<file path="src/rtl/reg_wb_queue_if.sv">
// rtl/reg_wb_queue_if.sv - producer, register-file write and forwarding bus of the write-back queue
//
// Signals:
//   alu_valid/alu_rd/alu_data/alu_ready : ALU result handshake (ready from the queue)
//   ld_valid/ld_rd/ld_data/ld_ready     : load result handshake (ready from the queue)
//   WE3/AD3/WD3                         : register-file write port, driven by the queue
//   AD1/AD2                             : decode read addresses used for the forwarding lookup
//   fwd_hit1/2, fwd_data1/2             : youngest pending queued value for AD1/AD2
//   count                               : current queue occupancy
// Modports: master = producers/decode/register-file side, slave = the queue itself.
interface reg_wb_queue_if #(
  parameter int ADDRESS_WIDTH = 5,
  parameter int DATA_WIDTH    = 32,
  parameter int DEPTH         = 4
);
  localparam int CNT_W = $clog2(DEPTH) + 1;

  logic                     alu_valid;
  logic [ADDRESS_WIDTH-1:0] alu_rd;
  logic [DATA_WIDTH-1:0]    alu_data;
  logic                     alu_ready;
  logic                     ld_valid;
  logic [ADDRESS_WIDTH-1:0] ld_rd;
  logic [DATA_WIDTH-1:0]    ld_data;
  logic                     ld_ready;
  logic                     WE3;
  logic [ADDRESS_WIDTH-1:0] AD3;
  logic [DATA_WIDTH-1:0]    WD3;
  logic [ADDRESS_WIDTH-1:0] AD1;
  logic [ADDRESS_WIDTH-1:0] AD2;
  logic                     fwd_hit1;
  logic                     fwd_hit2;
  logic [DATA_WIDTH-1:0]    fwd_data1;
  logic [DATA_WIDTH-1:0]    fwd_data2;
  logic [CNT_W-1:0]         count;

  modport master (
    output alu_valid, alu_rd, alu_data, ld_valid, ld_rd, ld_data, AD1, AD2,
    input  alu_ready, ld_ready, WE3, AD3, WD3, fwd_hit1, fwd_hit2, fwd_data1, fwd_data2, count
  );

  modport slave (
    input  alu_valid, alu_rd, alu_data, ld_valid, ld_rd, ld_data, AD1, AD2,
    output alu_ready, ld_ready, WE3, AD3, WD3, fwd_hit1, fwd_hit2, fwd_data1, fwd_data2, count
  );
endinterface

</file>
<file path="src/rtl/reg_wb_queue.sv">
// rtl/reg_wb_queue.sv - in-order write-back queue in front of the register-file write port
//
// Ports:
//   clk : clock, all state updates on the rising edge
//   rst : synchronous active-high reset, discards every queued entry
//   q   : reg_wb_queue_if.slave - ALU/load producer handshakes, WE3/AD3/WD3 drain,
//         AD1/AD2 forwarding lookup with fwd_hit/fwd_data, and occupancy count
module reg_wb_queue #(
  parameter int ADDRESS_WIDTH = 5,
  parameter int DATA_WIDTH    = 32,
  parameter int DEPTH         = 4
) (
  input  logic           clk,
  input  logic           rst,
  reg_wb_queue_if.slave  q
);
  localparam int PTR_W = $clog2(DEPTH);
  localparam int CNT_W = PTR_W + 1;

  logic [ADDRESS_WIDTH-1:0] rd_q   [DEPTH];
  logic [ADDRESS_WIDTH-1:0] rd_d   [DEPTH];
  logic [DATA_WIDTH-1:0]    data_q [DEPTH];
  logic [DATA_WIDTH-1:0]    data_d [DEPTH];
  logic [PTR_W-1:0]         head_q, head_d;
  logic [PTR_W-1:0]         tail_q, tail_d;
  logic [CNT_W-1:0]         count_q, count_d;

  logic                     pop;
  logic [CNT_W-1:0]         free;
  logic                     alu_ready;
  logic                     ld_ready;
  logic                     alu_takes;
  logic                     ld_takes;
  logic [PTR_W-1:0]         ld_slot;

  // Queue control: acceptance, enqueue into the entry array, pointer/count update.
  always_comb begin
    pop  = (count_q != '0);
    // The head always pops when non-empty, so that slot is reusable this same edge.
    free = CNT_W'(DEPTH) - count_q + CNT_W'(pop);

    alu_ready = (free >= CNT_W'(1));
    alu_takes = q.alu_valid & alu_ready & (q.alu_rd != '0);
    // Ready of the load looks only at count and the ALU request, never at ld_*.
    ld_ready  = (free >= (alu_takes ? CNT_W'(2) : CNT_W'(1)));
    ld_takes  = q.ld_valid & ld_ready & (q.ld_rd != '0);

    rd_d   = rd_q;
    data_d = data_q;
    // The load is younger than a same-cycle ALU result, so it lands one slot later.
    ld_slot = tail_q + PTR_W'(alu_takes);
    if (alu_takes) begin
      rd_d[tail_q]   = q.alu_rd;
      data_d[tail_q] = q.alu_data;
    end
    if (ld_takes) begin
      rd_d[ld_slot]   = q.ld_rd;
      data_d[ld_slot] = q.ld_data;
    end

    head_d  = head_q + PTR_W'(pop);
    tail_d  = tail_q + PTR_W'(alu_takes) + PTR_W'(ld_takes);
    count_d = count_q + CNT_W'(alu_takes) + CNT_W'(ld_takes) - CNT_W'(pop);
  end

  always_ff @(posedge clk) begin
    if (rst) begin
      head_q  <= '0;
      tail_q  <= '0;
      count_q <= '0;
    end else begin
      head_q  <= head_d;
      tail_q  <= tail_d;
      count_q <= count_d;
    end
    // Entry payloads need no reset: nothing outside [head, head+count) is ever observed.
    rd_q   <= rd_d;
    data_q <= data_d;
  end

  // Drain and forwarding, from registered state only.
  logic [PTR_W-1:0] idx;

  always_comb begin
    q.alu_ready = alu_ready;
    q.ld_ready  = ld_ready;
    q.count     = count_q;
    q.WE3       = pop;
    q.AD3       = pop ? rd_q[head_q]   : '0;
    q.WD3       = pop ? data_q[head_q] : '0;

    q.fwd_hit1  = 1'b0;
    q.fwd_hit2  = 1'b0;
    q.fwd_data1 = '0;
    q.fwd_data2 = '0;
    idx         = head_q;
    // Walk from oldest to youngest so the last match wins; the head being
    // drained this cycle is still a valid forwarding source.
    for (int i = 0; i < DEPTH; i++) begin
      idx = head_q + PTR_W'(i);
      if (CNT_W'(i) < count_q) begin
        if ((q.AD1 != '0) && (rd_q[idx] == q.AD1)) begin
          q.fwd_hit1  = 1'b1;
          q.fwd_data1 = data_q[idx];
        end
        if ((q.AD2 != '0) && (rd_q[idx] == q.AD2)) begin
          q.fwd_hit2  = 1'b1;
          q.fwd_data2 = data_q[idx];
        end
      end
    end
  end
endmodule

</file>
<file path="src/flat_wrapper.sv">
// flat-port wrapper written by rule: the top's interface ports become plain ports
module reg_wb_queue_flat 
#(
  parameter int ADDRESS_WIDTH = 5,
  parameter int DATA_WIDTH    = 32,
  parameter int DEPTH         = 4
)
  (clk, rst, q_alu_valid, q_alu_rd, q_alu_data, q_ld_valid, q_ld_rd, q_ld_data, q_AD1, q_AD2, q_alu_ready, q_ld_ready, q_WE3, q_AD3, q_WD3, q_fwd_hit1, q_fwd_hit2, q_fwd_data1, q_fwd_data2, q_count);
  reg_wb_queue_if #(.ADDRESS_WIDTH(ADDRESS_WIDTH), .DATA_WIDTH(DATA_WIDTH), .DEPTH(DEPTH)) q_i ();
  input  logic clk;
  input  logic rst;
  input wire logic [$bits(q_i.alu_valid)-1:0] q_alu_valid;
  input wire logic [$bits(q_i.alu_rd)-1:0] q_alu_rd;
  input wire logic [$bits(q_i.alu_data)-1:0] q_alu_data;
  input wire logic [$bits(q_i.ld_valid)-1:0] q_ld_valid;
  input wire logic [$bits(q_i.ld_rd)-1:0] q_ld_rd;
  input wire logic [$bits(q_i.ld_data)-1:0] q_ld_data;
  input wire logic [$bits(q_i.AD1)-1:0] q_AD1;
  input wire logic [$bits(q_i.AD2)-1:0] q_AD2;
  output wire logic [$bits(q_i.alu_ready)-1:0] q_alu_ready;
  output wire logic [$bits(q_i.ld_ready)-1:0] q_ld_ready;
  output wire logic [$bits(q_i.WE3)-1:0] q_WE3;
  output wire logic [$bits(q_i.AD3)-1:0] q_AD3;
  output wire logic [$bits(q_i.WD3)-1:0] q_WD3;
  output wire logic [$bits(q_i.fwd_hit1)-1:0] q_fwd_hit1;
  output wire logic [$bits(q_i.fwd_hit2)-1:0] q_fwd_hit2;
  output wire logic [$bits(q_i.fwd_data1)-1:0] q_fwd_data1;
  output wire logic [$bits(q_i.fwd_data2)-1:0] q_fwd_data2;
  output wire logic [$bits(q_i.count)-1:0] q_count;
  assign q_i.alu_valid = q_alu_valid;
  assign q_i.alu_rd = q_alu_rd;
  assign q_i.alu_data = q_alu_data;
  assign q_i.ld_valid = q_ld_valid;
  assign q_i.ld_rd = q_ld_rd;
  assign q_i.ld_data = q_ld_data;
  assign q_i.AD1 = q_AD1;
  assign q_i.AD2 = q_AD2;
  assign q_alu_ready = q_i.alu_ready;
  assign q_ld_ready = q_i.ld_ready;
  assign q_WE3 = q_i.WE3;
  assign q_AD3 = q_i.AD3;
  assign q_WD3 = q_i.WD3;
  assign q_fwd_hit1 = q_i.fwd_hit1;
  assign q_fwd_hit2 = q_i.fwd_hit2;
  assign q_fwd_data1 = q_i.fwd_data1;
  assign q_fwd_data2 = q_i.fwd_data2;
  assign q_count = q_i.count;
  reg_wb_queue #(.ADDRESS_WIDTH(ADDRESS_WIDTH), .DATA_WIDTH(DATA_WIDTH), .DEPTH(DEPTH)) u_core (.clk(clk), .rst(rst), .q(q_i));
endmodule
</file>
<file path="config.mk">
export PLATFORM = sky130hd
export DESIGN_NAME = reg_wb_queue_flat
export DESIGN_NICKNAME = d
export VERILOG_FILES = /design/src/rtl/reg_wb_queue_if.sv /design/src/rtl/reg_wb_queue.sv /design/src/flat_wrapper.sv
export SDC_FILE = /design/constraint.sdc
export NUM_CORES = 1
export LEC_CHECK = 0
export BUFFER_PORTS_ARGS = -buffer_cell sky130_fd_sc_hd__buf_2
export CAP_MARGIN = 30
export CORE_ASPECT_RATIO = 0.6
export CORE_MARGIN = 1.5
export CORE_UTILIZATION = 45
export CTS_BUF_LIST = sky130_fd_sc_hd__clkbuf_8
export DETAILED_ROUTE_END_ITERATION = 16
export HOLD_SLACK_MARGIN = 0.1
export PLACE_DENSITY = 0.65
export SYNTH_ARGS = -nofsm -noshare
export SYNTH_HDL_FRONTEND = slang
export SYNTH_SLANG_ARGS = --single-unit
export TNS_END_PERCENT = 50
</file>
<file path="constraint.sdc">
create_clock -name clk -period 9.5 [get_ports clk]
set_clock_uncertainty 0.15 [all_clocks]
set_input_delay 0.95 -clock clk [delete_from_list [all_inputs] [get_ports clk]]
set_output_delay 0.95 -clock clk [all_outputs]
set_load 0.05 [all_outputs]
</file>
==> summary.md, run 1 <==
| Metric | Value |
|---|---|
| CTS Buf Count | 17 |
| Hold/Removal Path Class | flop to flop |
| Clock sink count | 155 |
| DP HPWL | 34200 um |
| Fill count | 2796 |
| Cell Pwr Density | 430 mW/mm2 |
| Max Fanout on Critical Path | 69 |
| Die area | 0.0303 mm2 |
| Htree depth | 4 |
| Slowest CP cell | buf_4 |
| Post-DRT Antenna Nets | 0 |
| First-pass GRT wire length | 76600 um |
| Slew headroom | 27.6% |
| RSZ-0062 raised after global routing | no |
| Fmax | 150 MHz |
| Tcrit/Tclk final | 70.2% |
| Initial Util | 45.8% |
| TritonCTS clock tree | done |
| Setup TNS | 0 ps |
| Initial DRC Count | 2001 |
| Leakage | 5.54 nW |
| Max VDD drop | 209 uV |
| Mean Syn Cell Area | 7.77 um2 |
| Area Growth Syn to Fin | 12.0% |
| Status | finished clean |
| Clock root cell | clkbuf_8 |
| Router iterations before antenna repair | 6 |
| Synth Warn # | 0 |
| Post-synth top flop | dfxtp_1 |
| Vias in the first global route | 12300 |
| Routed via count | 13900 |
| Postcts setup bufs | 0 |
| Initial antenna violation count | 10 |
| I/O Buffers | 196 |
| Row count | 48 |
| Drt wl/cell | 23.7 um |
| Layout Utilization | 51.2% |
| WP data arrival | 5560 ps |
| Worst setup SP type | flop |
| Nets@finish | 1872 |
| Total global routing overflow | 0 |
| Final setup violation count | 0 |
| Post-layout min period | 6660 ps |
| Netlist cell types | 57 |
| Syn_nets | 1794 |
| DRC Markers | 0 |
| Num ports | 197 |
| Slew Viols, Final | 0 |
| Vias per cell | 6.41 |
| Largest net degree at the start of global routing | 101 |
| Asr flop ratio synth | 0% |
| Total Wirelength | 51400 um |
| Critical Path RT | 8400 ps |
| Yosys reg bits | 155 |
| Final Non-Filler Cells | 2167 |
| Post-Syn Instances | 1694 |
| CP dominant cell by count | buf_4 |
| Max Cap Viol | 0 |
| Final GP Congestion | 0.934 |
| Placed cell count | 2124 |
| Post-synth top area cell | dfxtp_1 |
| Kind of critical path | flop to primary output |
| Crit-path max cell delay | 820 ps |
| Core ar. | 0.0288 mm2 |
| Worst Max-Slew Pin Slew | 1080 ps |
| Clock Tree Buf Depth | 2 |
| Clock Pin Slew Worst Setup and Hold Paths | 100 ps |
| GRT Util Overall | 33.3% |
| CP cell instances | buf_4 > mux4_2 > xor2_1 > nor4_4 > and2_2 > buf_4 > nor2_1 > a221oi_1 > buf_2 |
| Sequential area share after synthesis | 23.6% |
| Final hold violations | 0 |
| Die Y | 135 um |
| Tot Pwr | 6.34 mW |
| Cell Area, Synth | 0.0132 mm2 |
| Top cell type's share of synthesized area | 23.6% |
| Number of synthesized flops with an enable pin | 0 |
| Clock latency on the worst-skew pair | 490 ps |
| CTS resizes | 0 |
| CP Capture Type | primary output |
| Die Wd | 224 um |
| DP Area | 0.0142 mm2 |
| Post-CTS Hold Fix Bufs | 0 |
| Post-Layout Inst Area | 0.0147 mm2 |
| Layout cells sized above 1 | 19.6% |
| Main area contributors after synthesis | dfxtp_1, mux2i_1, o21ai_0 |
[Yosys cell counts, types with 2 or more instances]
cell,count
nor3b_1,5
nor3_1,68
nor4_1,3
xor2_1,21
a221oi_1,5
mux4_2,25
buf_6,2
or2_2,2
nor2b_1,34
clkbuf_1,104
fa_1,2
dfxtp_1,155
o21ai_0,189
a41oi_1,34
o211ai_1,46
mux2i_1,240
nand3b_1,11
o221ai_1,2
a21oi_1,82
nand2b_1,2
ha_1,10
buf_2,43
nand2_1,228
nand4_1,29
and3_1,11
or4_1,2
xnor2_1,28
a211o_1,3
mux2_2,38
buf_1,14
nand3_1,22
a211oi_1,13
and2_1,55
o31ai_1,2
inv_1,10
a32oi_1,9
buf_4,4
a2111oi_0,2
or3_1,9
a31oi_1,44
nor2_1,70
[cell type report]
type                       count  area (um2)  share of cell area (%)
multi-input combinational   1361        9410                    63.8
sequential                   155        3110                    21.1
timing repair buffer         226        1260                    8.57
tap                          375         469                    3.18
clock buffer                  18         248                    1.68
clock inverter                14         183                    1.24
inverter                      11        43.8                   0.297
antenna                        7        17.5                   0.119
[report_power, final]
part           switching, mW  total (mW)  internal [mW]  leakage [nW]
registers              0.362        1.36           1.00          1.30
clock network          0.300       0.572          0.272         0.213
logic                   2.98        4.41           1.43          4.02
[cell usage in the layout, fill, tap and decap left out, types with 4 or more instances in the layout]
cell,count
mux2_2,38
clkbuf_8,18
nor3b_2,4
nor3_1,65
xnor2_1,28
a41oi_1,34
mux2i_1,240
inv_1,10
o211ai_1,46
or3_1,9
nand2_1,228
a221oi_1,5
nand4_1,29
and3_1,9
o21ai_0,189
a211oi_1,13
nand3_1,21
dfxtp_1,153
xor2_1,21
a32oi_1,9
ha_1,10
and2_1,54
nor2b_1,34
mux4_2,25
inv_6,4
nor2_1,66
buf_2,197
a31oi_1,44
a21oi_1,81
nand3b_1,11
diode_2,7
buf_4,26
[per-layer routing]
metal | up-vias | routed length (um) | track usage (%)
met4 | 6 | 1280 | 10.5
met2 | 939 | 20000 | 44.6
met5 | - | 41 | 0
met1 | 6453 | 22600 | 48.7
li1 | 6365 | - | -
met3 | 117 | 7410 | 12.1
[state kept, by name (all words and copies together), names as in the netlist]
name            flops
u_core.data_q     128
u_core.head_q       2
u_core.q.count      3
u_core.rd_q        20
u_core.tail_q       2
[through the flow]
step	hold WS [ps]	setup slack [ps]
6_report	410	2840
4_1_cts	410	2890
3_3_place_gp	378	3550
3_5_place_dp	392	3460
2_1_floorplan	360	4530
5_1_grt	437	2720
[worst paths after layout]
check | startpoint | endpoint | slack [ps] | cells after the start
setup / recovery | u_core.head_q[1] | q_fwd_data1[22] | 2840 | 9
hold reg to reg | u_core.data_q[42] | u_core.data_q[42] | 410 | 2
setup reg to reg | u_core.q.count[0] | u_core.q.count[2] | 4460 | 14
hold / removal | u_core.data_q[42] | u_core.data_q[42] | 410 | 2
[worst max-delay path: cells and delay by family, from the launching register on]
kind	cells	cell delay, ps
DFF	1	660
and+or+nand+nor	3	1460
buffers and inverters	3	1610
AOI/OAI and AO/OA	1	460
xor gates and xnor gates	1	180
muxes	1	640
[kinds of logic after synthesis]
group	count (synthesis)	share of synthesized area, %
compound gates	440	20.1
xor+xnor	49	3.26
fa+ha+maj	12	1.25
buf+inv	178	5.71
flops	155	23.6
mux	303	25.8
simple gates	557	20.3
(Power assumes the default switching activity.)
==> inputs of run 2 (changes only) <==
--- a/config.mk
+++ b/config.mk
@@ -5,6 +5,7 @@
 export SDC_FILE = /design/constraint.sdc
 export NUM_CORES = 1
 export LEC_CHECK = 0
+export ABC_AREA = 1
 export BUFFER_PORTS_ARGS = -buffer_cell sky130_fd_sc_hd__buf_2
 export CAP_MARGIN = 30
 export CORE_ASPECT_RATIO = 0.6
==> constraint.sdc (replaced) <==
create_clock -name clk -period 6.48 [get_ports clk]
set_clock_uncertainty 0.15 [all_clocks]
set_input_delay 0.648 -clock clk [delete_from_list [all_inputs] [get_ports clk]]
set_output_delay 0.648 -clock clk [all_outputs]
set_load 0.05 [all_outputs]
==> run 2 against run 1 <==
- non-clock buffer count down 4
- synthesized area is 5.5% higher
- via count up 20%
- global-route usage fell by 2.4 points
- routed wire length shrank 2.0%
- setup slack worse by 1900 ps
- flip-flop and latch count is the same
- first-iteration DRC count shrank 14%
- die area grew 5.4%
- worst hold slack lost 120 ps
- cell count increased by 38%
- design area grew 4.7%
==> summary.md, run 2 <==
| Metric | Value |
|---|---|
| Die Wd | 230 um (+2.7%) |
| TritonCTS clock tree | done |
| DP HPWL | 33400 um (-2.4%) |
| Final setup violation count | 0 (unchanged) |
| Post-layout min period | 5540 ps |
| Top cells by count, synth | nand2_1, o21ai_0, inv_1 |
| Clock Pin Slew Worst Setup and Hold Paths | 80 ps (-20 ps) |
| Layout cells sized above 1 | 11.3% (-8.2 points) |
| Slew Viols, Final | 0 (unchanged) |
| Final GP Congestion | 0.920 (-1.6%) |
| Kind of critical path | flop to primary output |
| Setup TNS | 0 ps (unchanged) |
| Mean Syn Cell Area | 5.51 um2 (-29%) |
| Core ar. | 0.0302 mm2 (+4.9%) |
| First-pass GRT wire length | 79300 um (+3.6%) |
| CTS Buf Count | 17 (unchanged) |
| Multi-input gate area | 0.00895 mm2 (-4.8%) |
| Post-synth top flop | dfxtp_1 |
| Number of synthesized flops with an enable pin | 0 (unchanged) |
| Most flops, register | u_core.data_q |
| Initial Util | 46.0% (+0.28 points) |
| Total global routing overflow | 0 (unchanged) |
| Post-Syn Instances | 2520 (+49%) |
| Initial antenna violation count | 2 (-8) |
| Num ports | 197 (unchanged) |
| Placed cell count | 2955 (+39%) |
| Hold/Removal Path Class | input port to flop |
| Routed via count | 16700 (+20%) |
| Reg area | 0.00311 mm2 (unchanged) |
| WP data arrival | 4750 ps (-810 ps) |
| Asr flop ratio synth | 0% (unchanged) |
| Post-synth top area cell | dfxtp_1 |
| Die Y | 139 um (+2.7%) |
| I/O Buffers | 196 (unchanged) |
| Worst Max-Slew Pin Slew | 1060 ps (-22.0 ps) |
| Synth Warn # | 0 (unchanged) |
| Htree depth | 4 (unchanged) |
| Router iterations before antenna repair | 6 (unchanged) |
| Postcts setup bufs | 0 (unchanged) |
| CP Capture Type | primary output |
| Top cell type's share of synthesized area | 22.3% (-1.2 points) |
| Sequential area share after synthesis | 22.3% (-1.2 points) |
| Most frequent cell after synthesis | nand2_1 |
| Worst setup SP type | flop |
| Fill count | 3244 (+16%) |
| Place WS | 1600 ps (-1860 ps) |
| Area Growth Syn to Fin | 11.2% |
| Max FFs per register | 128 (unchanged) |
| Clock sink count | 155 (unchanged) |
| Slew headroom | 29.5% (+1.9 points) |
| Commonest non-fill, non-tap cell in the layout | nand2_1 |
| Initial DRC Count | 1728 (-14%) |
| Final hold violations | 0 (unchanged) |
| Most frequent cells in the layout | nand2_1, o21ai_0, inv_1, nor2_1, buf_2 |
| Slack of the critical path | 936 ps (-1900 ps) |
| Total Wirelength | 50400 um (-2.0%) |
| Final Non-Filler Cells | 2993 (+38%) |
| Clock latency on the worst-skew pair | 500 ps (about the same) |
| Largest net degree at the start of global routing | 114 (+13%) |
| Max Fanout on Critical Path | 96 (+39%) |
| Post-DRT Antenna Nets | 0 (unchanged) |
| CTS resizes | 0 (unchanged) |
| Tcrit/Tclk final | 85.6% |
| Row count | 49 (+2.1%) |
| Fmax | 180 MHz |
| Clock Tree Buf Depth | 2 (unchanged) |
| Status | finished clean |
| Max Cap Viol | 0 (unchanged) |
| Syn_nets | 2620 (+46%) |
| Main area contributors after synthesis | dfxtp_1, nand2_1, o21ai_0 |
| Post-CTS Hold Fix Bufs | 0 (unchanged) |
| Vias in the first global route | 14900 (+21%) |
| Vias per cell | 5.57 (-13%) |
| Nets@finish | 2671 (+43%) |
| Clock root cell | clkbuf_8 |
| Netlist cell types | 34 (-40%) |
| DRC Markers | 0 (unchanged) |
| Hold WS | 294 ps (-116 ps) |
| Cell Area, Synth | 0.0139 mm2 (+5.5%) |
| Critical Path RT | 5680 ps (-2720 ps) |
| Die area | 0.0320 mm2 (+5.4%) |
| RSZ-0062 raised after global routing | no |
| GRT Util Overall | 31.0% (-2.4 points) |
| Drt wl/cell | 16.8 um (-29%) |
| Yosys reg bits | 155 (unchanged) |
run 2: changes by cell type after synthesis, moves of 38 or more:
cell,before,now
o211ai_1,46,144
and2_1,55,1
o21ai_0,189,342
o21ai_1,1,69
nor3_1,68,2
a31oi_1,44,4
mux2_2,38,0
nand3_1,22,129
inv_1,10,280
a21oi_1,82,6
nand4_1,29,70
nand2_1,228,805
mux2i_1,240,0
nor2_1,70,271
run 2: layer usage:
layer / wire length [um] / vias to the layer above / GRT usage, %
met4: 1090 / 0 / 9.70
met1: 23200 / 7496 / 43.8
met2: 20800 / 834 / 47.3
met3: 5260 / 81 / 5.98
met5: 0 / - / 0
li1: - / 8270 / -
run 2: cell families after synthesis:
family	Yosys count	share of synthesized area (%)
simple gates	1298	38.2
compound gates	569	23.2
buf+inv	475	14.3
flops	155	22.3
fa+ha+maj	12	1.19
xor+xnor	11	0.694
run 2: metrics by stage:
step	utilization [%]	instance area (um2)
floorplan	-	13900
global placement	48.9	14800
detailed placement	49.2	14800
CTS	50.7	15300
global route	51.2	15400
finish	51.2	15400
run 2: worst max-delay path: stages (launching register included):
cell and delay [ps]:
dfxtp_4 910, inv_2 350, nand2_1 160, nand2_2 200
nand2_1 160, nand2_1 80, nand2_1 60, nand2_1 70
nor2_4 70, buf_4 420, nand3_2 930, nand2_1 300
nand3_1 100, nand2_1 80, nand2_1 80, buf_2 220
run 2: final cells by class:
type	count	share of cell area (%)
timing repair buffer	222	8.64
clock inverter	12	1.27
antenna	2	0.0324
clock buffer	19	1.69
inverter	285	6.93
sequential	155	20.1
multi-input combinational	1890	58.0
tap	408	3.31
run 2: worst paths after layout:
path | from | to | slack [ps] | depth (start not counted)
worst max-delay path | u_core.head_q[0] | q_fwd_data2[1] | 940 | 15
worst min-delay path | rst | u_core.head_q[0] | 290 | 2
worst max register to register | u_core.q.count[0] | u_core.rd_q[9] | 1660 | 18
worst min register to register | u_core.rd_q[12] | u_core.rd_q[12] | 390 | 2
Power of run 2 is not shown: default switching activity piles up to over one toggle a cycle in this logic, so the estimate is an artifact.
